--- src/rtl/map_sst_if.sv ---
// State-channel bundle between the save-state sequencer and its environment:
// the mapper's sst register bus plus the outgoing save stream and the
// incoming load stream.
interface map_sst_if;
  // mapper sst bus
  logic       sst_act;
  logic [7:0] sst_addr;
  logic       sst_we_reg;
  logic [7:0] sst_dato;
  logic [7:0] sst_di;
  // save stream (sequencer -> host)
  logic [7:0] out_data;
  logic       out_valid;
  logic       out_ready;
  // load stream (host -> sequencer)
  logic [7:0] in_data;
  logic       in_valid;
  logic       in_ready;

  // sequencer side
  modport master (
    output sst_act, sst_addr, sst_we_reg, sst_dato,
    input  sst_di,
    output out_data, out_valid,
    input  out_ready,
    input  in_data, in_valid,
    output in_ready
  );

  // mapper / host side
  modport slave (
    input  sst_act, sst_addr, sst_we_reg, sst_dato,
    output sst_di,
    input  out_data, out_valid,
    output out_ready,
    output in_data, in_valid,
    input  in_ready
  );
endinterface

--- src/rtl/map_sst_seq.sv ---
// Save-state sequencer for one mapper's register file.
// Save: emits the mapper index (read from ID_ADDR) followed by regs 0..REG_COUNT-1.
// Load: checks the header byte against map_idx, then writes regs 0..REG_COUNT-1.
module map_sst_seq #(
  parameter int REG_COUNT = 10,
  parameter int ID_ADDR   = 127
) (
  input  logic       clk,
  input  logic       rst,
  input  logic       cmd_save_i,
  input  logic       cmd_load_i,
  input  logic [7:0] map_idx_i,
  output logic       busy_o,
  output logic       done_o,
  output logic       err_o,
  map_sst_if.master  bus
);

  localparam logic [6:0] LAST_IDX = 7'(REG_COUNT - 1);
  localparam logic [7:0] ID_A     = 8'(ID_ADDR);

  typedef enum logic [2:0] {
    IDLE, S_RD, S_OUT, L_HDR, L_DAT, L_WR, FIN, FAIL
  } state_e;

  state_e     state_q, state_d;
  logic [6:0] idx_q,   idx_d;     // register index within the window
  logic [7:0] addr_q,  addr_d;    // sst_addr
  logic [7:0] dato_q,  dato_d;    // load byte held for the write strobe
  logic [7:0] odata_q, odata_d;   // save byte held for the stream handshake
  logic       hdr_q,   hdr_d;     // current save byte is the header

  // State and datapath registers; reset aborts any operation immediately.
  always_ff @(posedge clk) begin
    if (rst) begin
      state_q <= IDLE;
      idx_q   <= '0;
      addr_q  <= '0;
      dato_q  <= '0;
      odata_q <= '0;
      hdr_q   <= 1'b0;
    end else begin
      state_q <= state_d;
      idx_q   <= idx_d;
      addr_q  <= addr_d;
      dato_q  <= dato_d;
      odata_q <= odata_d;
      hdr_q   <= hdr_d;
    end
  end

  // Next-state logic; every register holds unless a transition updates it.
  always_comb begin
    state_d = state_q;
    idx_d   = idx_q;
    addr_d  = addr_q;
    dato_d  = dato_q;
    odata_d = odata_q;
    hdr_d   = hdr_q;
    case (state_q)
      IDLE: begin
        // save has priority; a simultaneous load pulse is dropped
        if (cmd_save_i) begin
          state_d = S_RD;
          addr_d  = ID_A;
          hdr_d   = 1'b1;
          idx_d   = '0;
        end else if (cmd_load_i) begin
          state_d = L_HDR;
          idx_d   = '0;
        end
      end
      S_RD: begin
        // address has been stable a full cycle; capture the mapper read
        odata_d = bus.sst_di;
        state_d = S_OUT;
      end
      S_OUT: begin
        if (bus.out_ready) begin
          if (hdr_q) begin
            hdr_d   = 1'b0;
            idx_d   = '0;
            addr_d  = '0;
            state_d = S_RD;
          end else if (idx_q < LAST_IDX) begin
            idx_d   = idx_q + 7'd1;
            addr_d  = {1'b0, idx_q + 7'd1};
            state_d = S_RD;
          end else begin
            state_d = FIN;
          end
        end
      end
      L_HDR: begin
        if (bus.in_valid) begin
          if (bus.in_data == map_idx_i) begin
            idx_d   = '0;
            state_d = L_DAT;
          end else begin
            state_d = FAIL;
          end
        end
      end
      L_DAT: begin
        if (bus.in_valid) begin
          dato_d  = bus.in_data;
          addr_d  = {1'b0, idx_q};
          state_d = L_WR;
        end
      end
      L_WR: begin
        if (idx_q == LAST_IDX) begin
          state_d = FIN;
        end else begin
          idx_d   = idx_q + 7'd1;
          state_d = L_DAT;
        end
      end
      FIN:     state_d = IDLE;
      FAIL:    state_d = IDLE;
      default: state_d = IDLE;
    endcase
  end

  // Outputs are pure state decodes so they cannot glitch with the inputs.
  assign busy_o         = (state_q != IDLE);
  assign done_o         = (state_q == FIN);
  assign err_o          = (state_q == FAIL);
  assign bus.sst_act    = (state_q != IDLE);
  assign bus.sst_addr   = addr_q;
  assign bus.sst_we_reg = (state_q == L_WR);
  assign bus.sst_dato   = dato_q;
  assign bus.out_data   = odata_q;
  assign bus.out_valid  = (state_q == S_OUT);
  assign bus.in_ready   = (state_q == L_HDR) || (state_q == L_DAT);

endmodule

--- src/flat_wrapper.sv ---
// flat-port wrapper written by rule: the top's interface ports become plain ports
module map_sst_seq_flat 
#(
  parameter int REG_COUNT = 10,
  parameter int ID_ADDR   = 127
)
  (clk, rst, cmd_save_i, cmd_load_i, map_idx_i, busy_o, done_o, err_o, bus_sst_act, bus_sst_addr, bus_sst_we_reg, bus_sst_dato, bus_sst_di, bus_out_data, bus_out_valid, bus_out_ready, bus_in_data, bus_in_valid, bus_in_ready);
  map_sst_if bus_i ();
  input  logic clk;
  input  logic rst;
  input  logic cmd_save_i;
  input  logic cmd_load_i;
  input  logic [7:0] map_idx_i;
  output logic busy_o;
  output logic done_o;
  output logic err_o;
  output wire logic [$bits(bus_i.sst_act)-1:0] bus_sst_act;
  output wire logic [$bits(bus_i.sst_addr)-1:0] bus_sst_addr;
  output wire logic [$bits(bus_i.sst_we_reg)-1:0] bus_sst_we_reg;
  output wire logic [$bits(bus_i.sst_dato)-1:0] bus_sst_dato;
  input wire logic [$bits(bus_i.sst_di)-1:0] bus_sst_di;
  output wire logic [$bits(bus_i.out_data)-1:0] bus_out_data;
  output wire logic [$bits(bus_i.out_valid)-1:0] bus_out_valid;
  input wire logic [$bits(bus_i.out_ready)-1:0] bus_out_ready;
  input wire logic [$bits(bus_i.in_data)-1:0] bus_in_data;
  input wire logic [$bits(bus_i.in_valid)-1:0] bus_in_valid;
  output wire logic [$bits(bus_i.in_ready)-1:0] bus_in_ready;
  assign bus_sst_act = bus_i.sst_act;
  assign bus_sst_addr = bus_i.sst_addr;
  assign bus_sst_we_reg = bus_i.sst_we_reg;
  assign bus_sst_dato = bus_i.sst_dato;
  assign bus_i.sst_di = bus_sst_di;
  assign bus_out_data = bus_i.out_data;
  assign bus_out_valid = bus_i.out_valid;
  assign bus_i.out_ready = bus_out_ready;
  assign bus_i.in_data = bus_in_data;
  assign bus_i.in_valid = bus_in_valid;
  assign bus_in_ready = bus_i.in_ready;
  map_sst_seq #(.REG_COUNT(REG_COUNT), .ID_ADDR(ID_ADDR)) u_core (.clk(clk), .rst(rst), .cmd_save_i(cmd_save_i), .cmd_load_i(cmd_load_i), .map_idx_i(map_idx_i), .busy_o(busy_o), .done_o(done_o), .err_o(err_o), .bus(bus_i));
endmodule
--- config.mk ---
export PLATFORM = sky130hd
export DESIGN_NAME = map_sst_seq_flat
export DESIGN_NICKNAME = d
export VERILOG_FILES = /design/src/rtl/map_sst_if.sv /design/src/rtl/map_sst_seq.sv /design/src/flat_wrapper.sv
export SDC_FILE = /design/constraint.sdc
export NUM_CORES = 1
export LEC_CHECK = 0
export CORE_MARGIN = 3
export CORE_UTILIZATION = 50
export CTS_CLUSTER_SIZE = 40
export DETAILED_ROUTE_END_ITERATION = 16
export HOLD_SLACK_MARGIN = 0.03
export PLACE_DENSITY = 0.85
export SYNTH_ARGS = -nofsm -noshare
export SYNTH_HDL_FRONTEND = slang
export SYNTH_SLANG_ARGS = --single-unit
--- constraint.sdc ---
create_clock -name clk -period 3 [get_ports clk]
set_input_delay 0.6 -clock clk [delete_from_list [all_inputs] [get_ports clk]]
set_output_delay 0.6 -clock clk [all_outputs]
set_load 0.005 [all_outputs]
==> summary.txt <==
Timing
  – Fin crit period: 2.63 ns
  – Final worst slack: 0.365 ns
  – Final slew viol count: 0
  – Final Skew: 0.00298 ns
  – Final period utilization: 87.8%
  – Setup TNS: 0 ns
  – RSZ-0062 raised after global routing: false
  – WHS: 0.454 ns
  – Hold Vio Cnt, Final: 0
  – Slew @ Worst Pin: 0.950 ns
  – Max frequency: 380 MHz
  – Final setup fails: 0
  – Relative slew margins: 36.6%

Place
  – Port Buf Inserts: 59
  – GP Congestion: 0.908
  – DP Wirelength: 3.52 mm
  – Placed insts: 331
  – Dpl ws: 0.341 ns

Power and ir drop
  – Clock Power Share: 18.7%
  – P_sw: 0.000681 W
  – Sw frac: 36.3%
  – Gate power share: 46.6%
  – Power Internal: 0.00119 W
  – Max VDD drop: 0.000511 V
  – PwrDens: 715 nW/um2
  – P_leak: 0.937 nW
  – Sequential power share: 34.7%

Floorplanning
  – Core area: 3720 um2
  – DIE WIDTH: 68.4 um
  – Number of placement rows: 22
  – Initial Util: 52.4%
  – Top Ports: 61
  – Die Span Y: 68.4 um
  – Die Area: 4680 um2

Synthesis
  – Multiplexer share of the synthesized area: 5.66%
  – Post-synth top area share: 35.0%
  – Largest family of logic cells by synthesized area: simple AND/OR/NAND/NOR gates
  – Syn_area_per_cell: 8.25 um2
  – Post-synthesis register bit count: 34
  – Largest cells by area after synthesis: dfxtp_1 35%, nor2_1 6.6%, mux2i_1 5.7%
  – Compound-gate portion of the synthesized area: 19.6%
  – Async set-reset flop share out of synthesis: 0%
  – Synth warn: 0
  – Seq/Total Area, Yosys: 35.0%
  – Post-synthesis net count: 268
  – Adder-Cell Fraction of Synth Area: 1.29%
  – Most instantiated cells after synthesis: 34 x dfxtp_1, 34 x nor2_1, 23 x nand2_1, 18 x a21oi_1, 11 x mux2i_1
  – Xor and xnor area share after synthesis: 3.60%
  – Post-synth top area cell: dfxtp_1
  – Number of synthesized flops with an enable pin: 0
  – Yosys cell types: 47
  – Synthesized area: 1950 um2
  – Mapped Cells: 236
  – Synth Area in Simple Gates: 27.2%
  – Top_reg_cell synth: dfxtp_1

Routing
  – Post-DR wirelength/cell: 14.2 um
  – Post-route DRC: 0
  – DR pass1 iterations: 4
  – Via count: 1847
  – Antenna-violating nets left: 0
  – WL final: 4.81 mm
  – DR vias/cell: 5.45
  – Initial DRC count: 99

CTS
  – Post-CTS setup buffers: 0
  – H-tree Lvls: 2
  – Total CTS buffers: 5
  – CTS tree: yes
  – Clock sink total: 34
  – Clock Latency Late Sink: 0.29 ns
  – CTS Root Cell: clkbuf_8
  – Cts hold-fix bufs: 0
  – CTS resizes: 0
  – Worst-case clock buffer depth: 2
  – Clock slew at reported path FFs: 0.07 ns

Worst setup path
  – Critical path endpoint category: output port
  – Setup CP Type: flip-flop to output port
  – Worst EP arrival: 2.03 ns
  – Flop-to-flop setup slack: 0.66 ns
  – Type of origin of the critical path: flip-flop
  – CP max FO: 21
  – WP data required: 2.40 ns

GRT
  – GRT Total Usage: 22.2%
  – GRT overflow: 0
  – Initial antenna violation count: 0
  – First-pass GRT wire length: 7.83 mm
  – Largest net degree at the start of global routing: 22
  – Vias in the first global route: 1718

Run status
  – Status: finished clean

Cells and area
  – P&R area growth vs syn: 34.5%
  – Layout Cells excl Fill: 339
  – Core Util, Final: 70.5%
  – Layout cells sized above 1: 7.22%
  – Fin nets: 322
  – Antenna diode instance count: 0

Min path
  – Worst Hold Class: flip-flop to flip-flop

Run
  – Maximum capacitance violations: 0
## registers in the layout, summed over array words and instances, names as in the netlist
register	cells
u_core.bus.out_data	8
u_core.bus.sst_addr	7
u_core.bus.sst_dato	8
u_core.idx_q	7
u_core.hdr_q	1
u_core.state_q	3
## cells in the final DEF, fill, tap and decap left out, types with 2 or more instances in the layout
cell and n:
and3b_1 2, nand3b_1 2, nor3_1 7, nand4_1 4
a21oi_1 18, o31ai_1 6, a221oi_1 2, ha_1 2
mux2i_1 11, o21ai_0 4, xnor2_1 2, a31oi_1 3
nand3_1 3, a211oi_1 7, nand2b_1 6, and3_1 3
nor4_1 5, nor2_1 34, nand2_1 23, or3_1 2
xor2_1 6, clkbuf_8 6, buf_4 6, nor2b_1 3
dfxtp_1 34, inv_1 8, o32ai_1 4, clkdlybuf4s50_1 59
## worst max-delay path, cell delays in order, from the launching register on
cell,delay (ns)
dfxtp_1,0.70
nor3b_4,0.47
clkdlybuf4s50_1,0.57
## logic make-up after synthesis
family	Yosys count
AOI/OAI and AO/OA	53
xor gates and xnor gates	8
adders and majority gates	2
buffers and inverters	26
DFF	34
muxes	11
other	1
and+or+nand+nor	101
## metal layers
layer  part of all wire [%]  track usage [%]
met5                      0                0
met4                    1.4             8.44
met3                    7.5             6.57
met2                     48             36.6
met1                     43             26.9
## power by group through the flow
stage	logic, W	clock network (W)	registers, W
floorplan	0.000608	0	0.000610
global route	0.000976	0.000371	0.000663
global placement	0.000863	0	0.000653
finish	0.000873	0.000350	0.000649
CTS	0.000875	0.000355	0.000649
detailed placement	0.000871	0	0.000659
## cell type report
cell class,instances,area [um2]
clock buffers,7,86.3
clock inverters,1,5.00
fillers,328,1100
inverters,8,30.0
multi-input cells,176,1120
flip-flops and latches,34,681
well taps,48,60.1
repair buffers,65,636
## metrics by stage
| stage | total power, W | instance area, um2 |
|---|---|---|
| 6_report | 0.00187 | 2620 |
| 5_1_grt | 0.00201 | 2620 |
| 4_1_cts | 0.00188 | 2620 |
| 3_5_place_dp | 0.00153 | 2530 |
| 3_3_place_gp | 0.00152 | 2530 |
| 2_1_floorplan | 0.00122 | 1950 |
## path summary, 6_finish.rpt
path / from / endpoint / cells after the start
worst min register to register: u_core.bus.sst_dato[0]$_SDFFE_PP0P_ / u_core.bus.sst_dato[0]$_SDFFE_PP0P_ / 2
worst min-delay path: u_core.bus.sst_dato[0]$_SDFFE_PP0P_ / u_core.bus.sst_dato[0]$_SDFFE_PP0P_ / 2
worst max-delay path: u_core.state_q[1]$_SDFFE_PP0P_ / bus_out_valid / 2
worst max register to register: u_core.state_q[1]$_SDFFE_PP0P_ / u_core.idx_q[2]$_SDFFE_PP0P_ / 4
Power figures use the tool's default switching activity.
